===== config.mk =====
export PLATFORM = sky130hd
export DESIGN_NAME = addmulor_result_drain
export DESIGN_NICKNAME = d
export VERILOG_FILES = /design/src/rtl/addmulor_pkg.sv /design/src/rtl/addmulor_result_fifo.sv /design/src/rtl/addmulor_result_drain.sv
export SDC_FILE = /design/constraint.sdc
export NUM_CORES = 1
export LEC_CHECK = 0
export CAP_MARGIN = 15
export CORE_MARGIN = 3
export CORE_UTILIZATION = 30
export CTS_CLUSTER_SIZE = 8
export DETAILED_ROUTE_END_ITERATION = 6
export RECOVER_POWER = 100
export SKIP_LAST_GASP = 1
export SYNTH_ARGS = -nofsm -noshare
export SYNTH_HDL_FRONTEND = slang
export SYNTH_SLANG_ARGS = --single-unit

===== constraint.sdc =====
create_clock -name clk -period 2.65 [get_ports clk]
set_input_delay 0.53 -clock clk [delete_from_list [all_inputs] [get_ports clk]]
set_output_delay 0.53 -clock clk [all_outputs]
set_load 0.02 [all_outputs]

===== src/rtl/addmulor_pkg.sv =====
// Shared constants and types for the ((d + a) * b) | c pipeline and its
// issue/drain companions.
package addmulor_pkg;

  localparam int ADDMULOR_WIDTH   = 9;
  localparam int ADDMULOR_LATENCY = 3;

  typedef logic [ADDMULOR_WIDTH-1:0] addmulor_data_t;

  // Width of a counter that must hold every value 0..depth inclusive.
  function automatic int addmulor_cnt_w(input int depth);
    return $clog2(depth + 1);
  endfunction

  // Pointer width; a one-entry store still needs a one-bit pointer.
  function automatic int addmulor_ptr_w(input int depth);
    return (depth > 1) ? $clog2(depth) : 1;
  endfunction

endpackage


===== src/rtl/addmulor_result_fifo.sv =====
// Registered, in-order result store. Head is visible the cycle after the push
// edge; pointers wrap modulo DEPTH so DEPTH need not be a power of two.
module addmulor_result_fifo
  import addmulor_pkg::*;
#(
  parameter int DEPTH = 4,
  parameter int WIDTH = ADDMULOR_WIDTH
) (
  input  logic                             clk,
  input  logic                             rst_n,
  input  logic                             push,
  input  logic [WIDTH-1:0]                 push_data,
  input  logic                             pop,
  output logic [WIDTH-1:0]                 head_data,
  output logic                             empty,
  output logic [addmulor_cnt_w(DEPTH)-1:0] count
);

  localparam int PW = addmulor_ptr_w(DEPTH);
  localparam int CW = addmulor_cnt_w(DEPTH);

  logic [WIDTH-1:0] mem [DEPTH];
  logic [PW-1:0]    wr_ptr;
  logic [PW-1:0]    rd_ptr;
  logic [CW-1:0]    count_q;
  logic             full;
  logic             do_push;
  logic             do_pop;

  function automatic logic [PW-1:0] ptr_inc(input logic [PW-1:0] p);
    if (p == PW'(DEPTH - 1)) begin
      return {PW{1'b0}};
    end else begin
      return p + PW'(1);
    end
  endfunction

  assign full    = (count_q == CW'(DEPTH));
  assign empty   = (count_q == {CW{1'b0}});
  assign do_pop  = pop && !empty;
  // When full, a same-cycle pop frees the slot the push lands in.
  assign do_push = push && (!full || do_pop);

  always_ff @(posedge clk or negedge rst_n) begin
    if (!rst_n) begin
      for (int i = 0; i < DEPTH; i++) begin
        mem[i] <= {WIDTH{1'b0}};
      end
    end else if (do_push) begin
      mem[wr_ptr] <= push_data;
    end
  end

  always_ff @(posedge clk or negedge rst_n) begin
    if (!rst_n) begin
      wr_ptr  <= {PW{1'b0}};
      rd_ptr  <= {PW{1'b0}};
      count_q <= {CW{1'b0}};
    end else begin
      if (do_push) begin
        wr_ptr <= ptr_inc(wr_ptr);
      end
      if (do_pop) begin
        rd_ptr <= ptr_inc(rd_ptr);
      end
      case ({do_push, do_pop})
        2'b10:   count_q <= count_q + CW'(1);
        2'b01:   count_q <= count_q - CW'(1);
        default: count_q <= count_q;
      endcase
    end
  end

  assign head_data = mem[rd_ptr];
  assign count     = count_q;

endmodule


===== src/rtl/addmulor_result_drain.sv =====
// Credit-based drain for the fixed-latency addmulor pipeline: tracks in-flight
// validity, captures results into a FIFO and presents them on valid/ready.
module addmulor_result_drain
  import addmulor_pkg::*;
#(
  parameter int WIDTH   = ADDMULOR_WIDTH,
  parameter int LATENCY = ADDMULOR_LATENCY,
  parameter int DEPTH   = 4
) (
  input  logic                             clk,
  input  logic                             rst_n,
  input  logic                             issue_valid,
  output logic                             issue_ready,
  input  logic [WIDTH-1:0]                 pipe_out,
  output logic                             m_valid,
  input  logic                             m_ready,
  output logic [WIDTH-1:0]                 m_data,
  output logic [addmulor_cnt_w(DEPTH)-1:0] outstanding,
  output logic                             overflow_err
);

  localparam int CW = addmulor_cnt_w(DEPTH);

  logic [LATENCY-1:0] vld;
  logic               fire;
  logic               pop;
  logic               push;
  logic               fifo_empty;
  logic               fifo_full;
  logic [CW-1:0]      fifo_count;
  logic [CW-1:0]      outstanding_nxt;

  assign fire = issue_valid && issue_ready;
  assign pop  = m_valid && m_ready;
  assign push = vld[LATENCY-1];

  // The last vld stage lines up with the cycle pipe_out carries the result.
  generate
    if (LATENCY == 1) begin : g_vld_single
      always_ff @(posedge clk or negedge rst_n) begin
        if (!rst_n) begin
          vld <= 1'b0;
        end else begin
          vld <= fire;
        end
      end
    end else begin : g_vld_shift
      always_ff @(posedge clk or negedge rst_n) begin
        if (!rst_n) begin
          vld <= {LATENCY{1'b0}};
        end else begin
          vld <= {vld[LATENCY-2:0], fire};
        end
      end
    end
  endgenerate

  always_comb begin
    outstanding_nxt = outstanding;
    if (fire && !pop) begin
      outstanding_nxt = outstanding + CW'(1);
    end else if (pop && !fire) begin
      outstanding_nxt = outstanding - CW'(1);
    end else begin
      outstanding_nxt = outstanding;
    end
  end

  // issue_ready is a flop so it has no path from issue_valid or m_ready.
  always_ff @(posedge clk or negedge rst_n) begin
    if (!rst_n) begin
      outstanding <= {CW{1'b0}};
      issue_ready <= (DEPTH >= 1);
    end else begin
      outstanding <= outstanding_nxt;
      issue_ready <= (outstanding_nxt < CW'(DEPTH));
    end
  end

  assign fifo_full = (fifo_count == CW'(DEPTH));

  always_ff @(posedge clk or negedge rst_n) begin
    if (!rst_n) begin
      overflow_err <= 1'b0;
    end else if (push && fifo_full && !pop) begin
      overflow_err <= 1'b1;
    end else begin
      overflow_err <= overflow_err;
    end
  end

  addmulor_result_fifo #(
    .DEPTH (DEPTH),
    .WIDTH (WIDTH)
  ) u_fifo (
    .clk       (clk),
    .rst_n     (rst_n),
    .push      (push),
    .push_data (pipe_out),
    .pop       (pop),
    .head_data (m_data),
    .empty     (fifo_empty),
    .count     (fifo_count)
  );

  assign m_valid = !fifo_empty;

endmodule


==> summary.md, run 1 <==
| Metric | Value |
|---|---|
| Count of input and output buffers | `27` |
| Fin. Hold Viols | `0` |
| Fin cells | `approximately 300` |
| Largest stage delay, worst path | `between 0.5 and 0.6 ns` |
| Remaining DRCs | `0` |
| EDFF count, synth | `0` |
| Htree depth | `2` |
| Area of the die | `0.00887 mm^2` |
| Worst path bufs/invs | `2` |
| Post-Syn Area | `approximately 0.0023 mm^2` |
| Max Slew Vio Count | `0` |
| Internal power | `~2.5 mW` |
| Top cell family by delay on the critical path | `buffers and inverters` |
| Hold_buf cts | `0` |
| Overall Global Routing Usage | `10.9%` |
| Max-cap violations | `0` |
| Global route overflow | `0` |
| Synth Register Bits | `51` |
| Sw Ratio | `about a third` |
| Status | `complete, no violations` |
| Vias in the first global route | `1458` |
| Std-Cell Rows | `31` |
| CP Launch Point | `u_fifo.rd_ptr[0]` |
| CP required | `2.12 ns` |
| Ys Warns | `0` |
| Placer Congestion | `0.730` |
| Die height | `94.2 um` |
| Syn Inst Count | `about 160` |
| Drt via density | `4.43` |
| Syn Nets | `180` |
| Max FO, Critical Path | `7` |
| PwrDens | `between 1000 and 1500 mW/mm^2` |
| Initial antenna violation count | `0` |
| Die W | `roughly 94 um` |
| CP max stage cell | `clkdlybuf4s50_1` |
| Post-CTS Setup Bufs | `0` |
| Crit path time final | `2.44 ns` |
| Final worst path period share | `91.9%` |
| R2r startpoint | `u_fifo.count[1]` |
| Pleak | `around 1.2 nW` |
| Initial Util | `31.5%` |
| Hold path start | `vld[1]` |
| Routed WL per cell | `13.9 um` |
| First-pass GRT wire length | `roughly 7300 um` |
| Startpoint Class | `register` |
| CTS tree | `built` |
| Leading cell type in the layout, fill and taps excluded | `dfrtp_1` |
| Clock Power Share | `between 15 and 20%` |
| Seq/Total Area, Yosys | `54.8%` |
| Min-delay worst type | `register to register` |
| Pre-antenna DRT Iters | `4` |
| Sw power | `1.24 mW` |
| Largest net degree at the start of global routing | `25` |
| Clock Tree Buf Depth | `2` |
| Critical path arrival | `~1.9 ns` |
| RSZ-0062 raised after global routing | `no` |
| Nets | `roughly 220` |
| Synth-to-layout area growth | `23.3%` |
| Combinational fraction of design power | `45.7%` |
| Ys flop type | `dfrtp_1` |
| Share of layout cells above drive strength 1 | `31.3%` |
| Highest Clock Rate | `0.411 GHz` |
| CP Capture Type | `primary output` |
| Netlist cell types | `23` |
| N_diodes | `0` |
| Reg power frac | `between 30% and 40%` |
| Most frequent cells in the layout | `dfrtp_1 (50), mux2_2 (40), clkdlybuf4s50_1 (18)` |
| Clk slew on worst S/H paths | `0.09 ns` |
| I/O pin count | `28` |
| Clk_lat worst skew | `0.30 ns` |
| Final antenna-violating net count | `0` |
| Ys async rst share | `100%` |
| Final Skew | `0.00530 ns` |
| Via count | `1317` |
| Placed wire-length estimate | `2960 um` |
| Post-CTS sizing | `0` |
| Worst VDD drop | `between 0.4 and 0.5 mV` |
| Relative slew slack | `11.5%` |
| First DRT Iteration DRCs | `47` |
| Mapped Avg Cell Area | `~15 um^2` |
| Core area | `0.00741 mm^2` |
| Drt total wl | `4130 um` |
| Clock Sinks | `51` |
| Crit-path cells | `buf_4 -> mux4_2 -> clkdlybuf4s50_1` |
| Setup TNS | `0 ns` |
| Root Buffer | `clkbuf_8` |
| DP Cell Count | `289` |
| # setup viols final | `0` |
| Worst Tran Pin Value | `1.33 ns` |
| Total CTS buffers | `5` |
| CP Class | `register to primary output` |
## routing by layer
metal	vias to the layer above	routed length [um]	GRT usage [%]
li1	626	-	-
met1	663	1890	13.9
met2	24	2000	17.8
met3	4	213	3.53
met4	0	28	2.89
met5	-	0	0
## cell usage after synthesis (2+ instances only)
master | count | share of area, %
nand2_1 | 9 | 1.4
xor2_1 | 3 | 1.1
ha_1 | 10 | 5.4
o21ai_0 | 2 | 0.43
inv_1 | 10 | 1.6
mux2_2 | 40 | 19
dfrtp_1 | 50 | 54
xnor2_1 | 2 | 0.75
mux4_2 | 9 | 8.7
nor2_2 | 4 | 1.1
nor2_1 | 4 | 0.64
a21oi_1 | 2 | 0.43
## area by class of cell
class / count / area (um^2)
multi-input cells: 93 / 998
clock inverters: 2 / 60.1
well taps: 99 / 124
flip-flops and latches: 51 / 1280
repair buffers: 36 / 305
fillers: 719 / 4530
clock buffers: 6 / 72.6
inverters: 10 / 37.5
## final timing paths
path | end | slack, ns | cells after the start
min in group asynchronous | u_fifo.wr_ptr[0] | 0.51 | 1
hold reg to reg | vld[2] | 0.35 | 0
hold / removal | vld[2] | 0.35 | 0
setup reg to reg | u_fifo.count[2] | 0.57 | 8
max in group asynchronous | u_fifo.mem[2] | 0.81 | 2
setup / recovery | m_data[7] | 0.21 | 3
## sequential cells by signal, indices dropped and copies added, names as in the netlist
signal         flops
u_fifo.rd_ptr      2
u_fifo.wr_ptr      2
overflow_err       1
outstanding        3
u_fifo.mem        36
issue_ready        1
vld                3
u_fifo.count       3
## per-stage QoR
| step | instance area [um^2] | setup slack [ns] | util, % | power, mW | hold slack (ns) |
|---|---|---|---|---|---|
| 2_1_floorplan | 2330 | 0.488 | - | 2.60 | 0.234 |
| 3_3_place_gp | 2780 | 0.152 | 37.5 | 3.22 | 0.335 |
| 3_5_place_dp | 2780 | 0.111 | 37.5 | 3.26 | 0.335 |
| 4_1_cts | 2910 | 0.163 | 39.3 | 3.91 | 0.223 |
| 5_1_grt | 2880 | 0.126 | 38.8 | 4.09 | 0.376 |
| 6_report | 2880 | 0.215 | 38.8 | 3.79 | 0.355 |
## power groups by stage
| stage | logic, mW | registers, mW | clock network, mW |
|---|---|---|---|
| after floorplan | 1.19 | 1.41 | 0 |
| after detailed placement | 1.80 | 1.45 | 0 |
| after CTS | 1.81 | 1.44 | 0.654 |
| after global routing | 1.92 | 1.49 | 0.680 |
| final | 1.73 | 1.43 | 0.628 |
| after global placement | 1.77 | 1.45 | 0 |
## kinds of logic after synthesis
group                    Yosys count  share of synthesized area (%)
multiplexers                      49                           28.0
AND/OR/NAND/NOR                   22                           5.63
buffers and inverters             12                           1.98
flip-flops                        51                           54.8
XOR/XNOR                           5                           1.88
AO/OA/AOI/OAI                      6                           1.50
adder cells (fa/ha/maj)           11                           6.22
Power figures use the tool's default switching activity.
==> run 2, diff against run 1 <==
--- a/config.mk
+++ b/config.mk
@@ -6,7 +6,7 @@
 export NUM_CORES = 1
 export LEC_CHECK = 0
 export CAP_MARGIN = 15
-export CORE_MARGIN = 3
+export CORE_MARGIN = 8
 export CORE_UTILIZATION = 30
 export CTS_CLUSTER_SIZE = 8
 export DETAILED_ROUTE_END_ITERATION = 6
==> summary.md, run 2 (synthesis gave the netlist of run 1 again) <==
| Metric | Value |
|---|---|
| N_diodes | `0` |
| Initial antenna violation count | `0` |
| Pleak | `1.19 nW` |
| CP required | `around 2.1 ns` |
| RSZ-0062 raised after global routing | `no` |
| Layout Utilization | `between 30% and 40%` |
| I/O pin count | `28` |
| Remaining DRCs | `0` |
| Routed WL per cell | `14.3 um` |
| Root Buffer | `clkbuf_8` |
| Sw power | `1.24 mW` |
| Max reg flops | `36` |
| Worst VDD drop | `0.576 mV` |
| Clk_lat worst skew | `approximately 0.30 ns` |
| Filler cells | `about 750` |
| Startpoint Class | `register` |
| Leading cell type in the layout, fill and taps excluded | `dfrtp_1` |
| Clk slew on worst S/H paths | `0.09 ns` |
| Die height | `104 um` |
| Drt total wl | `4290 um` |
| Area of the die | `0.0109 mm^2` |
| CP Capture Type | `primary output` |
| Global route overflow | `0` |
| Max FO, Critical Path | `7` |
| Final Skew | `0.00718 ns` |
| Clock Sinks | `51` |
| Post-CTS Setup Bufs | `0` |
| CP Class | `register to primary output` |
| Core area | `between 0.007 and 0.008 mm^2` |
| Hold_buf cts | `0` |
| # setup viols final | `0` |
| PwrDens | `1290 mW/mm^2` |
| Top reg by flops | `u_fifo.mem` |
| Final worst path period share | `92.8%` |
| Clock Power Share | `14.4%` |
| Synth-to-layout area growth | `21.9%` |
| Htree depth | `2` |
| Area of the multi-input gates | `983 um^2` |
| Max Slew Vio Count | `0` |
| Count of input and output buffers | `27` |
| Pre-antenna DRT Iters | `3` |
| First-pass GRT wire length | `7460 um` |
| Most frequent cells in the layout | `dfrtp_1 (50), mux2_2 (40), clkdlybuf4s50_1 (19)` |
| Share of layout cells above drive strength 1 | `between 30% and 40%` |
| CTS tree | `built` |
| Overall Global Routing Usage | `around 8.6%` |
| Placer Congestion | `0.679` |
| Reg power frac | `roughly two fifths` |
| Reg area | `0.00128 mm^2` |
| Total CTS buffers | `5` |
| Via count | `around 1.3k` |
| Min-delay worst type | `register to register` |
| Setup TNS | `0 ns` |
| Clock Tree Buf Depth | `2` |
| Nets | `between 200 and 250` |
| Final antenna-violating net count | `0` |
| Vias in the first global route | `1456` |
| Sw Ratio | `about 34%` |
| Placed wire-length estimate | `3100 um` |
| Final Power | `3.68 mW` |
| Worst Tran Pin Value | `~1.5 ns` |
| Setup WS pre-CTS | `between 0.07 and 0.08 ns` |
| Highest Clock Rate | `a little over 0.4 GHz` |
| Largest net degree at the start of global routing | `28` |
| Die W | `around 100 um` |
| Combinational fraction of design power | `46.9%` |
| Drt via density | `4.36` |
| First DRT Iteration DRCs | `39` |
| Internal power | `2.44 mW` |
| Status | `complete, no violations` |
| Post-route setup slack | `0.191 ns` |
| Post-CTS sizing | `0` |
| Max-cap violations | `0` |
| Critical path arrival | `1.93 ns` |
| Initial Util | `30.5%` |
| Crit path time final | `2.46 ns` |
| Relative slew slack | `under 10%` |
| Std-Cell Rows | `32` |
| Fin. Hold Viols | `0` |
==> run 2: cell types whose count changed in the layout (fill, tap and decap cells not counted) <==
cell             delta
dlygate4sd3_1       -1
clkbuf_2            +1
nor4b_4             -1
clkbuf_1            -1
nor4b_1             +1
bufinv_16           -1
clkinvlp_4          +1
clkdlybuf4s50_1     +1
==> run 2: power groups by stage <==
stage / clock network [mW] / registers [mW] / logic, mW
floorplan: 0 / 1.41 / 1.19
global placement: 0 / 1.45 / 1.79
detailed placement: 0 / 1.46 / 1.83
CTS: 0.551 / 1.45 / 1.83
global route: 0.581 / 1.48 / 1.90
finish: 0.529 / 1.42 / 1.73
==> run 2: stage by stage <==
stage | area, um^2 | std cells | hold WS (ns)
floorplan | 2330 | 156 | 0.234
global placement | 2800 | 293 | 0.331
detailed placement | 2800 | 293 | 0.336
CTS | 2910 | 300 | 0.267
global route | 2840 | 300 | 0.364
finish | 2840 | 300 | 0.354
==> run 2: metal layers <==
metal / up-vias / track usage, % / wire [um]
met1: 651 / 11.1 / 2160
li1: 627 / - / -
met4: 0 / 2.48 / 38
met5: - / 0 / 0
met3: 4 / 3.59 / 237
met2: 26 / 12.7 / 1850
==> run 2: cell type report <==
class / count / share of cell area, %
clock buffers: 5 / 2.42
clock inverters: 2 / 1.32
inverters: 10 / 1.32
multi-input cells: 93 / 34.6
flip-flops and latches: 51 / 44.9
well taps: 102 / 4.49
repair buffers: 37 / 10.9
==> run 2: worst max-delay path: stages (launching register included) <==
cell and delay (ns):
dfrtp_1 0.36, buf_4 0.18, mux4_2 0.53, clkdlybuf4s50_1 0.56
==> run 2: final timing paths <==
path | from | to | slack, ns | depth (start not counted)
setup / recovery | u_fifo.rd_ptr[0] | m_data[4] | 0.19 | 3
hold / removal | vld[0] | vld[1] | 0.35 | 0
setup reg to reg | u_fifo.count[1] | u_fifo.count[2] | 0.54 | 8
hold reg to reg | vld[0] | vld[1] | 0.35 | 0
max in group asynchronous | rst_n | outstanding[0] | 0.72 | 2
min in group asynchronous | rst_n | u_fifo.count[0] | 0.56 | 1
==> run 3, diff against run 2 <==
--- a/config.mk
+++ b/config.mk
@@ -5,6 +5,7 @@
 export SDC_FILE = /design/constraint.sdc
 export NUM_CORES = 1
 export LEC_CHECK = 0
+export ABC_AREA = 0
 export CAP_MARGIN = 15
 export CORE_MARGIN = 8
 export CORE_UTILIZATION = 30
==> results of run 3 <==
Final layout, timing and power as in run 2 (identical DEF).
